**src/rtl/turn_control_fsm.sv**
```systemverilog
// Turn controller for a tile-matching game: select, reveal, compare, win check.
// Moore FSM; every output is a register loaded from the next-state decode.
module turn_control_fsm #(
  parameter int unsigned REVEAL_CYCLES = 50_000_000,
  parameter int unsigned TURN_TIMEOUT  = 500_000_000
) (
  input  logic       clk,
  input  logic       rst,
  input  logic       start,
  input  logic       sel_valid,
  input  logic [3:0] sel_tile,
  input  logic       go,
  input  logic       W,
  output logic [3:0] position_data,
  output logic       A,
  output logic       B,
  output logic       statecombo_next_turn,
  output logic       reveal_on,
  output logic       game_over,
  output logic [2:0] state
);

  typedef enum logic [2:0] {
    IDLE   = 3'd0,
    SELECT = 3'd1,
    REVEAL = 3'd2,
    CHECK  = 3'd3,
    WAITGO = 3'd4,
    WINCHK = 3'd5,
    NEXT   = 3'd6,
    OVER   = 3'd7
  } state_e;

  localparam logic [31:0] REVEAL_LAST = 32'(REVEAL_CYCLES - 1);
  localparam logic [31:0] TMO_LAST    = 32'(TURN_TIMEOUT - 1);
  localparam logic [31:0] TIMER_MAX   = '1;

  state_e      state_q, state_d;
  logic [31:0] timer_q, timer_d;
  logic [3:0]  pos_q, pos_d;
  logic        a_q, b_q, nt_q, rev_q, over_q;

  always_comb begin
    state_d = state_q;
    pos_d   = pos_q;
    unique case (state_q)
      IDLE: begin
        if (start) state_d = SELECT;
      end
      SELECT: begin
        // A selection in the timeout cycle still wins.
        if (sel_valid) begin
          state_d = REVEAL;
          pos_d   = sel_tile;
        end else if (timer_q >= TMO_LAST) begin
          state_d = NEXT;
        end
      end
      REVEAL: begin
        if (timer_q >= REVEAL_LAST) state_d = CHECK;
      end
      CHECK: begin
        state_d = WAITGO;
      end
      WAITGO: begin
        state_d = go ? WINCHK : NEXT;
      end
      WINCHK: begin
        state_d = W ? OVER : SELECT;
      end
      NEXT: begin
        state_d = SELECT;
      end
      OVER: begin
        state_d = OVER;
      end
      default: begin
        state_d = IDLE;
      end
    endcase
  end

  always_comb begin
    if (state_d != state_q) begin
      timer_d = '0;
    end else if (timer_q != TIMER_MAX) begin
      timer_d = timer_q + 32'd1;
    end else begin
      timer_d = timer_q;
    end
  end

  always_ff @(posedge clk or posedge rst) begin
    if (rst) begin
      state_q <= IDLE;
      timer_q <= '0;
      pos_q   <= '0;
      a_q     <= 1'b0;
      b_q     <= 1'b0;
      nt_q    <= 1'b0;
      rev_q   <= 1'b0;
      over_q  <= 1'b0;
    end else begin
      state_q <= state_d;
      timer_q <= timer_d;
      pos_q   <= pos_d;
      a_q     <= (state_d == CHECK);
      b_q     <= (state_d == WINCHK);
      nt_q    <= (state_d == NEXT);
      rev_q   <= (state_d == REVEAL);
      over_q  <= (state_d == OVER);
    end
  end

  assign position_data        = pos_q;
  assign A                    = a_q;
  assign B                    = b_q;
  assign statecombo_next_turn = nt_q;
  assign reveal_on            = rev_q;
  assign game_over            = over_q;
  assign state                = state_q;

`ifndef SYNTHESIS
  a_strobe_excl : assert property (
    @(posedge clk) disable iff (rst)
    $onehot0({a_q, b_q, nt_q}));

  a_strobe_single : assert property (
    @(posedge clk) disable iff (rst)
    (a_q | b_q | nt_q) |=> !(a_q | b_q | nt_q));

  a_over_holds : assert property (
    @(posedge clk) disable iff (rst)
    (state_q == OVER) |=> (state_q == OVER));
`endif

endmodule

```
**config.mk**
```make
export PLATFORM = sky130hd
export DESIGN_NAME = turn_control_fsm
export DESIGN_NICKNAME = d
export VERILOG_FILES = /design/src/rtl/turn_control_fsm.sv
export SDC_FILE = /design/constraint.sdc
export NUM_CORES = 1
export LEC_CHECK = 0
export BUFFER_PORTS_ARGS = -buffer_cell sky130_fd_sc_hd__buf_4
export CAP_MARGIN = 10
export CORE_MARGIN = 1.5
export CORE_UTILIZATION = 46
export CTS_CLUSTER_DIAMETER = 80
export DETAILED_ROUTE_END_ITERATION = 10
export PLACE_DENSITY = 0.74
export SETUP_SLACK_MARGIN = 0.1
export SYNTH_ARGS = -nofsm -noshare
export SYNTH_HDL_FRONTEND = slang
export SYNTH_SLANG_ARGS = --single-unit
```
**constraint.sdc**
```tcl
create_clock -name clk -period 6.7 [get_ports clk]
set_input_delay 1.005 -clock clk [delete_from_list [all_inputs] [get_ports clk]]
set_output_delay 1.005 -clock clk [all_outputs]
set_load 0.01 [all_outputs]
```
## After elaboration in Yosys (flattened, before gate mapping)

Cells that the tools add are included.
W data, S select, Z words.

- Register bits after elaboration: 44
- Input bits: 10

- Add/subtract/negate cells: 1
- Eq/ne operators: 14
- Magnitude comparators: 2
- Mux-type cells: 9
- Reduce and logical (&&, ||, !) cells: 3

Operators with widths:

| kind | number |
|---|---|
| $mux W32 | 2 |
| $add A32 B1 Y32 const B | 1 |
| $ge A32 B26 Y1 const B | 1 |
| $ge A32 B29 Y1 const B | 1 |
| $ne A32 B32 Y1 const B | 1 |
| $pmux W3 S8 | 1 |
| $eq A3 B3 Y1 const B | 7 |
| $mux W3 | 5 |
| $eq A3 B2 Y1 const B | 4 |
| $eq A3 B1 Y1 const B | 1 |
| $logic_not A3 Y1 | 1 |
| $ne A3 B3 Y1 | 1 |
| $mux W2 | 1 |
| $reduce_and A2 Y1 | 1 |
| $reduce_bool A2 Y1 | 1 |

## Logic depth before layout (Yosys ltp)

Gate-level depths: netlist (run 1).

- Depth after elaboration: 6
- Gate-level depth with buffers: 7
- Mapped depth without buffers: 6

## Worst setup path after synthesis (run 1)

OpenSTA, ideal clock, no wires.

- Path type: flip-flop to flip-flop
- From: reg timer_q[0]
- To: reg timer_q[28]
- Arrival time: 2277 ps
- Cell stages (with the launch flop): 7
- Clock period less this slack: 2364 ps
- Library setup time: 87 ps
- Slack: 4336 ps
- Path through: dfrtp_1 > ha_1 > nand3_1 > or4_4 > or4_4 > or3_1 > a211oi_2

- Word-level cells in the longest chain between the ends: 6
- Elaborated cells on any way between the ends: 12

Ends and longest elaborated chain:

| item | line | source |
|---|---|---|
| from (decl) | 39 | `logic [31:0] timer_q, timer_d;` |
| from (signal assigned) | 105 | `timer_q <= timer_d;` |
| $ge A32 B29 Y1 | 55 | `end else if (timer_q >= TMO_LAST) begin` |
| $mux W3 | 55 |  |
| $mux W3 | 52 | `if (sel_valid) begin` |
| $pmux W3 S8 | 46 | `unique case (state_q)` |
| $ne A3 B3 Y1 | 84 | `if (state_d != state_q) begin` |
| $mux W32 / $reduce_bool A2 Y1 (equally long branches) | - |  |

Parallel ways exist; a longest one is shown, timed or not. The select of a mux whose other input is x is not followed.
A chain may end at the register's enable or synchronous reset.

## Final worst setup path (run 1)

- From: reg timer_q[25]
- To: reg timer_q[2]

The elaborated chain is that of the path after synthesis.

==> summary.txt, run 1 <==
Worst setup path
  – CP endpoint kind: flip-flop
  – R2r worst-path depth: 6
  – Critical R2R Launch: timer_q[25]$_DFFE_PP0P_
  – CP arrival: 2880 ps
  – Crit start category: flip-flop
  – Crit path max fanout: 32
  – FF-to-FF End: timer_q[2]$_DFFE_PP0P_
  – WP data required: 6870 ps
  – Setup Crit Path Kind: reg2reg
  – Worst R2R Setup Slack: 3990 ps

Timing
  – Setup TNS: 0 ps
  – Fin. Hold Viols: 0
  – Tmin final: 2710 ps
  – Final setup viols: 0
  – Max-slew headroom: 0.398
  – Clock skew: 7.40 ps
  – Fin. max-slew vios: 0
  – Fin crit share: 0.404
  – Unrepaired setup endpoints after global routing: no
  – Measured slew at the worst slew-check pin: 897 ps
  – Fmax: 0.369 GHz

Power and ir drop
  – Sequential share of power: 0.395
  – Clk pwr share: 0.237
  – Leak pwr: 1.09 nW
  – Psw: 0.000328 W
  – Power Density: 289 nW/µm²
  – Net Sw Frac: 0.381
  – Maximum VDD drop: 0.154 mV
  – Gate power share: 0.368
  – Int Pwr: 0.000533 W

Clocking
  – Post-CTS sizing: 0
  – Root Buffer: clkbuf_8
  – Latest clock arrival within the worst-skew pair: 300 ps
  – Cts-stage hold buffer count: 0
  – Post-CTS setup repair buffer count: 0
  – Clk sinks: 44
  – Clk buf depth: 2
  – H-tree lvl count: 2
  – TritonCTS clock tree: yes
  – Worst-path clk slew: 90 ps
  – Total CTS buffers: 5

Logic synthesis
  – Synth warnings: 0
  – Post-Synthesis Cell Area: 2650 µm²
  – Commonest cells post-synth: 44 x dfrtp_1, 20 x nor3_1, 16 x a211oi_1, 16 x nand2_1, 15 x nand3_1
  – Top FF cell, synth: dfrtp_1
  – Largest cells by area after synthesis: dfrtp_1 41%, a211oi_1 4.5%, xnor2_1 4.3%
  – Top cell type's share of synthesized area: 0.415
  – Cell taking the most area after synthesis: dfrtp_1
  – #FFs+latches synth: 44
  – Top-count cell post-synth: dfrtp_1
  – Share of synthesized flip-flops with an asynchronous set or reset: 1.00
  – Syn avg cell area: 9.34 µm²
  – Post-synth EDFFs: 0
  – Synth cell types: 52
  – Mapped Nets: 295
  – Sequential fraction of the synthesis area: 0.415
  – Post-Syn Instances: 284

Detailed routing
  – Vias per cell: 6.39
  – Detailed router's first-iteration violation count: 144
  – Met2 wire len: 2820 µm
  – Top Metal Used: met4
  – Via Count: 2364
  – Final wirelength: 6000 µm
  – DRT antenna net count: 0
  – DRC viols: 0
  – Met1 WL: 2810 µm
  – TritonRoute pass-1 iters: 4
  – DR WL/cell: 16.2 µm
  – Routed wl met3: 287 µm

Die
  – # IOs: 22
  – Die Ht: 79.0 µm
  – Rows: 27
  – Die X: 79.0 µm
  – Total die area: 6230 µm²
  – Core ar.: 5540 µm²
  – Initial Util: 0.479

Global route
  – Initial antenna violation count: 0
  – Grt ovf: 0
  – Vias in the first global route: 2224
  – Pin count of the biggest net entering global routing: 45
  – First-pass GRT wire length: 10300 µm
  – Total track usage: 0.209

Layout
  – Final cell count without fillers: 370
  – Layout cell share with drive strength beyond 1: 0.151
  – Nets: 308
  – Syn-to-layout area delta: 12.2%
  – N_diodes: 0

Place
  – Port buffer count: 21
  – HPWL after DPL: 4150 µm
  – GPL Wtd Cong: 0.878
  – Post-placement cell count: 362

Hold path
  – Hold path depth: 1
  – HP Start: position_data[1]$_DFFE_PP0P_
  – Hold crit path type: reg2reg
  – Endpoint, Worst Hold: position_data[1]$_DFFE_PP0P_

Outcome
  – Status: finished, final reports clean

Job
  – Max-cap viol count: 0
[area by class of cell]
| class | count | area (µm²) |
|---|---|---|
| fill | 521 | 2560 |
| multi-input combinational | 214 | 1470 |
| sequential | 44 | 1100 |
| timing repair buffer | 24 | 180 |
| tap | 72 | 90.1 |
| clock buffer | 5 | 68.8 |
| clock inverter | 3 | 42.5 |
| inverter | 8 | 30.0 |
[registers in the layout, indices dropped and copies added (netlist names)]
signal and flops:
timer_q 32, position_data 4, state 3, A 1, B 1, game_over 1
reveal_on 1, statecombo_next_turn 1
[layer usage]
metal | vias to the layer above | GRT usage
met5 | - | 0
met3 | 11 | 0.0345
li1 | 1139 | -
met1 | 1152 | 0.277
met2 | 62 | 0.343
met4 | 0 | 0.0789
[through the flow]
| step | hold slack [ps] | util | total power, W | area, µm² | setup WS (ps) |
|---|---|---|---|---|---|
| after floorplan | 539 | - | 0.000551 | 2650 | 4340 |
| final | 515 | 0.537 | 0.000861 | 2980 | 3990 |
| after detailed placement | 502 | 0.517 | 0.000668 | 2870 | 4030 |
| after global placement | 490 | 0.517 | 0.000657 | 2870 | 4110 |
| after CTS | 523 | 0.537 | 0.000872 | 2980 | 3990 |
| after global routing | 546 | 0.537 | 0.000917 | 2980 | 3740 |
[power by group through the flow]
stage | logic [W] | clock network (W) | registers, W
detailed placement | 0.000322 | 0 | 0.000346
global route | 0.000350 | 0.000220 | 0.000347
CTS | 0.000322 | 0.000210 | 0.000341
finish | 0.000317 | 0.000204 | 0.000340
global placement | 0.000315 | 0 | 0.000342
floorplan | 0.000214 | 0 | 0.000337
[kinds of logic (layout without fill, tap and decap cells)]
logic type | after synthesis | count (layout) | synth area share
AOI/OAI and AO/OA | 75 | 75 | 0.213
and+or+nand+nor | 119 | 119 | 0.262
adders and majority gates | 1 | 1 | 0.00471
muxes | 5 | 5 | 0.0207
xor gates and xnor gates | 14 | 14 | 0.0462
DFF | 44 | 44 | 0.415
buffers and inverters | 26 | 40 | 0.0387
[cells in the final DEF (no fill, tap or decap), types with 2 or more instances in the layout]
master / Yosys / routed
a31oi_1: 3 / 3
o311ai_0: 3 / 3
o211ai_1: 3 / 3
nor4_1: 6 / 6
inv_1: 8 / 7
or4b_1: 2 / 2
clkbuf_8: 0 / 5
nor3_1: 20 / 20
nand2_1: 16 / 16
dfrtp_1: 44 / 44
nand4_1: 9 / 9
xnor2_1: 13 / 13
or4_4: 2 / 2
o31ai_1: 2 / 2
and2_1: 5 / 5
a311oi_1: 7 / 7
a21oi_1: 4 / 3
a2111oi_0: 6 / 6
nand2b_1: 5 / 5
buf_4: 0 / 24
o21ai_0: 14 / 14
or3_1: 12 / 12
o2111ai_1: 3 / 3
nand3_1: 15 / 15
nor2_1: 9 / 9
a211oi_1: 16 / 16
and3_1: 7 / 7
and4_1: 4 / 4
mux2_2: 4 / 4
a31o_2: 2 / 2
[worst max-delay path by stage]
stage | from | endpoint | slack (ps) | cells after the start
after floorplan | timer_q[0]$_DFFE_PP0P_ | timer_q[28]$_DFFE_PP0P_ | 4340 | 6
after CTS | timer_q[24]$_DFFE_PP0P_ | timer_q[22]$_DFFE_PP0P_ | 3990 | 6
final | timer_q[25]$_DFFE_PP0P_ | timer_q[2]$_DFFE_PP0P_ | 3990 | 6
after detailed placement | timer_q[24]$_DFFE_PP0P_ | timer_q[22]$_DFFE_PP0P_ | 4030 | 6
after global routing | timer_q[31]$_DFFE_PP0P_ | timer_q[2]$_DFFE_PP0P_ | 3740 | 6
after global placement | timer_q[24]$_DFFE_PP0P_ | timer_q[2]$_DFFE_PP0P_ | 4110 | 6
[worst max-delay path: stages (launching register included)]
cell and delay, ps:
dfrtp_1 530, or4b_1 470, a2111oi_0 570, a211oi_1 220, a311oi_4 290, buf_4 380, a2111oi_0 110
Note: power is estimated with default switching activity, not from simulation.
==> run 2: changes to the inputs <==
Settings changed: PLACE_DENSITY 0.74 to 0.76.
Clock period 6.7 ns to 2.2 ns, I/O delays scaled along.
==> summary.txt, run 2 (synthesis results as in run 1) <==
Layout
  – Syn-to-layout area delta: 41.3% (was 12.2%)
  – Commonest non-fill, non-tap cell in the layout: buf_4 (was dfrtp_1)
  – Layout cell share with drive strength beyond 1: 0.375 (was 0.151)
  – Largest register FFs: 32 (unchanged)
  – Final instance area: 3750 µm² (was 2980 µm²)
  – Largest register by flop count: timer_q (unchanged)
  – Commonest non-fill, non-tap cells in the layout: 86 x buf_4, 44 x dfrtp_1, 19 x nor3_1 (was 44 x dfrtp_1, 24 x buf_4, 20 x nor3_1)
  – Nets: 378 (was 308)
  – N_diodes: 0 (unchanged)

Timing
  – Fin. Hold Viols: 0 (unchanged)
  – Final WS setup: -41.8 ps (was 3990 ps)
  – Measured slew at the worst slew-check pin: 588 ps (was 897 ps)
  – Unrepaired setup endpoints after global routing: yes (was no)
  – Max-slew headroom: 0.603 (was 0.398)
  – Fmax: 0.446 GHz (was 0.369 GHz)
  – Clock skew: 7.14 ps (was 7.40 ps)
  – Tmin final: 2240 ps (was 2710 ps)
  – Setup TNS: -511 ps (was 0 ps)
  – Final setup viols: 32 (was 0)
  – Fin crit share: 1.02 (was 0.404)
  – Fin. max-slew vios: 0 (unchanged)

Die
  – Initial Util: 0.479 (unchanged)
  – Die X: 79.0 µm (unchanged)
  – Core ar.: 5540 µm² (unchanged)
  – # IOs: 22 (unchanged)
  – Rows: 27 (unchanged)
  – Total die area: 6230 µm² (unchanged)
  – Die Ht: 79.0 µm (unchanged)

Detailed routing
  – DR WL/cell: 17.5 µm (was 16.2 µm)
  – DRC viols: 0 (unchanged)
  – DRT antenna net count: 0 (unchanged)
  – TritonRoute pass-1 iters: 6 (was 4)
  – Final wirelength: 7690 µm (was 6000 µm)
  – Detailed router's first-iteration violation count: 275 (was 144)
  – Via Count: 2733 (was 2364)
  – Vias per cell: 6.21 (was 6.39)

Power and ir drop
  – Leak pwr: 1.54 nW (was 1.09 nW)
  – Maximum VDD drop: 0.624 mV (was 0.154 mV)
  – PnR Total Power: 0.00329 W (was 0.000861 W)
  – Power Density: 877 nW/µm² (was 289 nW/µm²)

Worst setup path
  – CP endpoint kind: flip-flop (unchanged)
  – WP data required: 2390 ps (was 6870 ps)
  – Crit start category: flip-flop (unchanged)
  – CP arrival: 2430 ps (was 2880 ps)
  – Setup Crit Path Kind: reg2reg (unchanged)
  – Crit path max fanout: 9 (was 32)

Clocking
  – Cts-stage hold buffer count: 0 (unchanged)
  – Clk buf depth: 2 (unchanged)
  – Latest clock arrival within the worst-skew pair: 300 ps (about the same)
  – TritonCTS clock tree: yes (unchanged)
  – Root Buffer: clkbuf_8 (unchanged)
  – Clk sinks: 44 (unchanged)
  – Total CTS buffers: 5 (unchanged)
  – H-tree lvl count: 2 (unchanged)
  – Worst-path clk slew: 90 ps (about the same)

Global route
  – Vias in the first global route: 2504 (was 2224)
  – Total track usage: 0.241 (was 0.209)
  – Pin count of the biggest net entering global routing: 45 (unchanged)
  – First-pass GRT wire length: 11900 µm (was 10300 µm)
  – Initial antenna violation count: 0 (unchanged)
  – Grt ovf: 0 (unchanged)

Place
  – GPL Wtd Cong: 0.922 (was 0.878)
  – HPWL after DPL: 5110 µm (was 4150 µm)
  – Port buffer count: 21 (unchanged)
  – Placed Area: 3390 µm² (was 2870 µm²)

Job
  – Max-cap viol count: 0 (unchanged)

Outcome
  – Status: finished with violations (was finished, final reports clean)
  – Failing checks: setup timing

Hold path
  – Hold crit path type: in2async (was reg2reg)
## run 2: critical path: stages, from the launching register on
cell and delay, ps:
dfrtp_1 430, or4b_4 550, nor4_4 200, a311oi_2 150
buf_4 170, a311oi_4 240, buf_12 170, clkbuf_16 150
nor3_1 60
## run 2: what timing repair did
action,in CTS,in global routing
pin swaps,2,8
resized for setup,8,25
gates cloned,0,2
setup buffers,2,5
endpoints found under the setup margin,36,38
## run 2: power breakdown
| part | switching [W] | total (W) | internal (W) |
|---|---|---|---|
| sequential | 0.0000657 | 0.000978 | 0.000912 |
| clock | 0.000287 | 0.000688 | 0.000401 |
| combinational | 0.000815 | 0.00162 | 0.000810 |
## run 2: cell type report
type,instances,area [µm²]
sequential,44,1100
multi-input combinational,214,1620
clock buffer,7,96.3
timing repair buffer,94,785
clock inverter,1,30.0
tap,72,90.1
fill,429,1790
inverter,8,30.0
## run 2: worst paths after layout
kind                                                    from                           end  slack, ps  cells after the start
worst max register to register       timer_q[20]$_DFFE_PP0P_       timer_q[16]$_DFFE_PP0P_        -40                      8
worst min-delay path                                     rst       timer_q[21]$_DFFE_PP0P_        150                      3
min in group clk                                 sel_tile[3]  position_data[3]$_DFFE_PP0P_        250                      2
worst min register to register  position_data[1]$_DFFE_PP0P_  position_data[1]$_DFFE_PP0P_        520                      1
worst max-delay path                 timer_q[20]$_DFFE_PP0P_       timer_q[16]$_DFFE_PP0P_        -40                      8
max in group asynchronous                                rst       timer_q[20]$_DFFE_PP0P_       1640                      3
## run 2: metal layers
layer,track usage,part of all wire,vias up
li1,-,-,1279
met1,0.333,0.43,1338
met2,0.393,0.50,102
met3,0.0310,0.060,14
met4,0.0789,0.012,0
met5,0,0,-
## run 2: through the flow
| stage | hold slack (ps) | setup WS [ps] | utilization | std cells |
|---|---|---|---|---|
| 3_3_place_gp | 490 | -53.3 | 0.612 | 423 |
| 4_1_cts | 185 | -59.1 | 0.645 | 433 |
| 6_report | 149 | -41.8 | 0.677 | 440 |
| 3_5_place_dp | 500 | -155 | 0.612 | 423 |
| 5_1_grt | 224 | -154 | 0.677 | 440 |
| 2_1_floorplan | 481 | -3.74 | - | 284 |
